**config.mk**
```make
export PLATFORM = sky130hd
export DESIGN_NAME = victim_write_buffer
export DESIGN_NICKNAME = d
export VERILOG_FILES = /design/src/rtl/victim_write_buffer.sv
export SDC_FILE = /design/constraint.sdc
export NUM_CORES = 2
export LEC_CHECK = 0
export CORE_AREA = 2 2 408 410
export DETAILED_ROUTE_END_ITERATION = 10
export DIE_AREA = 0 0 410 412
export PLACE_DENSITY = 0.68
export SYNTH_ARGS = -nofsm -noshare
export SYNTH_HDL_FRONTEND = slang
export SYNTH_SLANG_ARGS = --single-unit
```
**constraint.sdc**
```tcl
create_clock -name clk -period 22.1 [get_ports clk]
set_clock_uncertainty 0.15 [all_clocks]
set_input_delay 3.315 -clock clk [delete_from_list [all_inputs] [get_ports clk]]
set_output_delay 3.315 -clock clk [all_outputs]
set_load 0.05 [all_outputs]
```
**src/rtl/victim_write_buffer.sv**
```systemverilog
// victim_write_buffer: line-granularity write buffer between the cache memory
// port and main memory. Evictions are queued in a circular FIFO and drained
// in the background; reads hitting a buffered line are forwarded locally.
// Optional feature macro: WBUF_COALESCE_EN (merge writes into a waiting entry).
module victim_write_buffer #(
    parameter int LINE_ADDR_LEN = 3,
    parameter int ADDR_LEN      = 8,
    parameter int DEPTH         = 4
) (
    input  logic                            clk,
    input  logic                            rst,
    input  logic [ADDR_LEN-1:0]             up_addr,
    input  logic                            up_rd_req,
    input  logic                            up_wr_req,
    input  logic [(32<<LINE_ADDR_LEN)-1:0]  up_wr_line,
    output logic [(32<<LINE_ADDR_LEN)-1:0]  up_rd_line,
    output logic                            up_gnt,
    output logic [ADDR_LEN-1:0]             dn_addr,
    output logic                            dn_rd_req,
    output logic                            dn_wr_req,
    output logic [(32<<LINE_ADDR_LEN)-1:0]  dn_wr_line,
    input  logic [(32<<LINE_ADDR_LEN)-1:0]  dn_rd_line,
    input  logic                            dn_gnt,
    output logic                            full,
    output logic [$clog2(DEPTH):0]          count
);

    localparam int LINE_W = 32 << LINE_ADDR_LEN;
    localparam int PW     = $clog2(DEPTH);
    localparam int CW     = PW + 1;

    typedef enum logic [1:0] {IDLE, DRAIN, RD_MEM, RD_DONE} state_t;

    state_t              state, state_nx;
    logic [PW-1:0]       head, tail;
    logic [DEPTH-1:0]    valid;
    logic [ADDR_LEN-1:0] entry_addr [DEPTH];
    logic [LINE_W-1:0]   entry_line [DEPTH];
    logic [ADDR_LEN-1:0] rd_addr;

    logic                hit;
    logic [PW-1:0]       hit_idx;
    logic [PW-1:0]       scan_idx;
`ifdef WBUF_COALESCE_EN
    logic                co_hit;
    logic [PW-1:0]       co_idx;
`endif

    logic up_idle, rd_fwd, rd_miss, wr_alloc, wr_merge, pop, rd_fill;

    assign full = (count == CW'(DEPTH));

    // Address match scan, oldest to youngest so the youngest match wins.
    // NOTE: every always_comb output gets a default first so no latch is inferred.
    always_comb begin
        hit      = 1'b0;
        hit_idx  = '0;
        scan_idx = '0;
`ifdef WBUF_COALESCE_EN
        co_hit   = 1'b0;
        co_idx   = '0;
`endif
        for (int i = 0; i < DEPTH; i++) begin
            scan_idx = head + PW'(i);
            if (valid[scan_idx] && entry_addr[scan_idx] == up_addr) begin
                hit     = 1'b1;
                hit_idx = scan_idx;
`ifdef WBUF_COALESCE_EN
                if (!(state == DRAIN && scan_idx == head)) begin
                    co_hit = 1'b1;
                    co_idx = scan_idx;
                end
`endif
            end
        end
    end

    // A request is only sampled outside its own grant cycle and outside a miss.
    assign up_idle  = !up_gnt && state != RD_MEM && state != RD_DONE;
    assign rd_fwd   = up_idle && up_rd_req && hit;
    assign rd_miss  = up_idle && up_rd_req && !hit;
    assign pop      = (state == DRAIN) && dn_gnt;
    assign rd_fill  = (state == RD_MEM) && dn_gnt;
`ifdef WBUF_COALESCE_EN
    assign wr_merge = up_idle && up_wr_req && co_hit;
    assign wr_alloc = up_idle && up_wr_req && !co_hit && !full;
`else
    assign wr_merge = 1'b0;
    assign wr_alloc = up_idle && up_wr_req && !full;
`endif

    // Drain/read FSM next state and memory-side outputs.
    always_comb begin
        state_nx   = state;
        dn_rd_req  = 1'b0;
        dn_wr_req  = 1'b0;
        dn_addr    = '0;
        dn_wr_line = '0;
        case (state)
            IDLE: begin
                if (rd_miss)
                    state_nx = RD_MEM;
                else if (count != '0)
                    state_nx = DRAIN;
            end
            DRAIN: begin
                dn_wr_req  = 1'b1;
                dn_addr    = entry_addr[head];
                dn_wr_line = entry_line[head];
                if (dn_gnt)
                    state_nx = IDLE;
            end
            RD_MEM: begin
                dn_rd_req = 1'b1;
                dn_addr   = rd_addr;
                if (dn_gnt)
                    state_nx = RD_DONE;
            end
            RD_DONE: state_nx = IDLE;
            default: state_nx = IDLE;
        endcase
    end

    // Control state: FSM, pointers, occupancy, upstream grant and read data.
    // NOTE: sequential state uses non-blocking assignments only.
    always_ff @(posedge clk) begin
        if (rst) begin
            state      <= IDLE;
            head       <= '0;
            tail       <= '0;
            count      <= '0;
            valid      <= '0;
            up_gnt     <= 1'b0;
            up_rd_line <= '0;
            rd_addr    <= '0;
        end else begin
            state  <= state_nx;
            up_gnt <= rd_fwd || wr_alloc || wr_merge || rd_fill;
            if (rd_fwd)
                up_rd_line <= entry_line[hit_idx];
            else if (rd_fill)
                up_rd_line <= dn_rd_line;
            if (state == IDLE && rd_miss)
                rd_addr <= up_addr;
            if (wr_alloc) begin
                valid[tail] <= 1'b1;
                tail        <= tail + PW'(1);
            end
            if (pop) begin
                valid[head] <= 1'b0;
                head        <= head + PW'(1);
            end
            case ({wr_alloc, pop})
                2'b10:   count <= count + CW'(1);
                2'b01:   count <= count - CW'(1);
                default: count <= count;
            endcase
        end
    end

    // Entry storage: address and line payload.
    // NOTE: the payload array is not reset; the valid bits alone qualify it.
    always_ff @(posedge clk) begin
        if (wr_alloc) begin
            entry_addr[tail] <= up_addr;
            entry_line[tail] <= up_wr_line;
        end
`ifdef WBUF_COALESCE_EN
        else if (wr_merge) begin
            entry_line[co_idx] <= up_wr_line;
        end
`endif
    end

endmodule

```
==> flow_summary.json <==
{
  "run_status": "finished clean",
  "via_per_inst": 6.83,
  "fin_util": 0.510,
  "total_power_mw": 8.22,
  "tightestPinTransition_ns": 1.36,
  "fin_area_um2": 83800,
  "arrival_ns": 5.59,
  "multi_input_area_um2": 27200,
  "grtUsageTotal": 0.297,
  "ir_drop_mv": 0.0966,
  "cp_max_fo": 52,
  "worstSetupEndpointType": "output pin",
  "synth_area_um2": 66900,
  "async_reset_ff_frac": 0,
  "cts_setup_buffers": 0,
  "cts_resized": 0,
  "synth_cells": 5281,
  "crit_type": "reg -> out",
  "io_pins": 1052,
  "fin_cells": 8333,
  "finalHoldWorstSlack_ns": 0.333,
  "slew_headroom": 0.0911,
  "gp_congestion": 0.877,
  "clock_latency_ns": 0.80,
  "post-dp-hpwl_um": 154000,
  "ys_seq_elements": 1336,
  "die_height_um": 412,
  "final_common_cell": "edfxtp_1",
  "drt_iter0_markers": 8045,
  "wl_um": 264000,
  "setup_tns_ns": 0,
  "nFillCells": 13800,
  "die_w_um": 410,
  "dp_slack_ns": 12.48,
  "hp-class": "reg -> reg",
  "ys.flop_type": "edfxtp_1",
  "clkPwrFrac": 0.310,
  "finalCriticalPeriod_ns": 9.06,
  "dieArea_um2": 169000,
  "p_sw_frac": 0.344,
  "vias": 56900,
  "p_comb_frac": 0.297,
  "row_count": 149,
  "grt_pass1_vias": 54200,
  "r2r_slack_ns": 13.91,
  "power_density_nw_per_um2": 98.1,
  "wl_per_cell_um": 31.7,
  "drtAntennaViolNets": 0,
  "seq_power_share": 0.393,
  "worstSetupStartpointType": "flip-flop",
  "cts_buffers": 148,
  "dp.cells": 7992,
  "required_ns": 18.64,
  "syn_avg_cell_area_um2": 12.7,
  "clk_path_buf_depth": 3,
  "cts_tree": "built",
  "synth-warning-count": 0,
  "core_area_um2": 164000,
  "hold_violations": 0,
  "grt_pass1_wl_um": 376000,
  "placed_area_um2": 78700,
  "intPower_mw": 5.39,
  "h-tree-depth": 4,
  "rsz0062_at_grt": "no",
  "clockRootBuffer": "clkbuf_16",
  "grt_overflow": 0,
  "power.leakage_nw": 25.9,
  "ys_seq_area_frac": 0.558,
  "min_period_over_period": 0.410,
  "reg2reg_depth": 14,
  "synth_fp_nets": 5820,
  "dr.pass1.iters": 9,
  "fin_nets": 6492,
  "antenna_found_initial": 66,
  "cts.sinks": 1336,
  "min_path_cells": 1,
  "final_cell_mix": "1056 x edfxtp_1, 1051 x clkdlybuf4s50_1, 517 x a211oi_1",
  "io_buffers": 1051,
  "grt_max_degree": 210,
  "post_route_cells_drive_above_1_share": 0.0996,
  "maxCapViolCount": 0,
  "ys_types": 58,
  "post-route-drc-count": 0,
  "postLayoutSetupSlackWorst_ns": 13.04,
  "finalSetupViolations": 0,
  "path_clk_slew_ns": 0.06,
  "register_area_um2": 37300,
  "fmax_ghz": 0.110,
  "slew_viol_final": 0,
  "power.switching_mw": 2.83,
  "area_growth_pct": 25.4,
  "start_util": 0.407,
  "cts-hold-fix-buffers": 0,
  "synth_edf_count": 1056
}
-- cells by family (layout without fill, tap and decap cells) --
family | Yosys count | count (layout) | share of synthesized area
buf+inv | 631 | 1424 | 0.0370
fa+ha+maj | 14 | 14 | 0.00273
compound gates | 1844 | 1844 | 0.212
xor+xnor | 40 | 40 | 0.00524
other cells | 0 | 70 | 0
flops | 1336 | 1336 | 0.558
mux | 304 | 304 | 0.0972
simple gates | 1112 | 1112 | 0.0879
-- sequential cells by signal (all words and copies together) (netlist names), 2 cells and up, named ones only --
register and count:
count 3, entry_addr 32, entry_line 1024, head 2
rd_addr 8, state 2, tail 2, up_rd_line 256
valid 4
-- cell type report --
class,count,area share
multi-input combinational,3314,0.325
timing repair buffer,1138,0.135
sequential,1336,0.445
clock buffer,205,0.0490
tap,2189,0.0327
antenna,70,0.00209
inverter,15,0.000761
clock inverter,66,0.0104
-- layer usage --
layer,vias up,track usage,share of wire,routed length (um)
li1,23300,-,-,-
met1,28600,0.388,0.37,96700
met2,4285,0.464,0.46,122000
met3,694,0.0642,0.12,30700
met4,18,0.159,0.054,14300
met5,-,0,0.00044,116
-- power groups by stage --
stage | Clock, mW | Sequential (mW) | Combinational, mW
6_report | 2.55 | 3.23 | 2.44
3_5_place_dp | 0 | 3.27 | 2.42
3_3_place_gp | 0 | 3.26 | 2.41
2_1_floorplan | 0 | 3.44 | 1.39
5_1_grt | 2.66 | 3.25 | 2.54
4_1_cts | 2.56 | 3.22 | 2.44
-- final timing paths --
| kind | startpoint | to |
|---|---|---|
| worst max-delay path | flip-flop | dn_wr_line[191] |
| worst min-delay path | up_rd_line[34] | up_rd_line[34] |
| worst max register to register | head[0] | up_rd_line[154] |
| worst min register to register | up_rd_line[34] | up_rd_line[34] |
-- worst max-delay path, cell delays in order (launching register included) --
cell	delay [ns]
dfxtp_4	0.95
buf_4	0.82
buf_4	0.72
buf_4	0.67
mux4_2	0.32
and2_1	0.13
clkdlybuf4s50_1	0.95
-- cell usage after synthesis, types with 3 or more instances --
master	instances	area share
edfxtp_1	1056	0.47
a211oi_1	517	0.058
and2_1	516	0.048
o221ai_1	512	0.067
clkbuf_1	484	0.027
nor2_1	288	0.016
dfxtp_1	280	0.084
mux4_2	276	0.093
nand3_1	263	0.020
o21ai_0	259	0.019
a221o_1	256	0.038
a31oi_1	256	0.024
buf_1	67	0.0038
buf_2	60	0.0045
mux2i_1	27	0.0040
xnor2_1	22	0.0029
xor2_1	18	0.0024
inv_1	14	0.00079
ha_1	13	0.0024
nand2_1	12	0.00067
nor2b_1	11	0.0010
a21oi_1	9	0.00067
a22oi_1	8	0.00090
nand4_1	7	0.00065
nor3_1	4	0.00030
a32oi_1	3	0.00039
buf_6	3	0.00051
No activity file was read; power rests on OpenSTA's default activity.
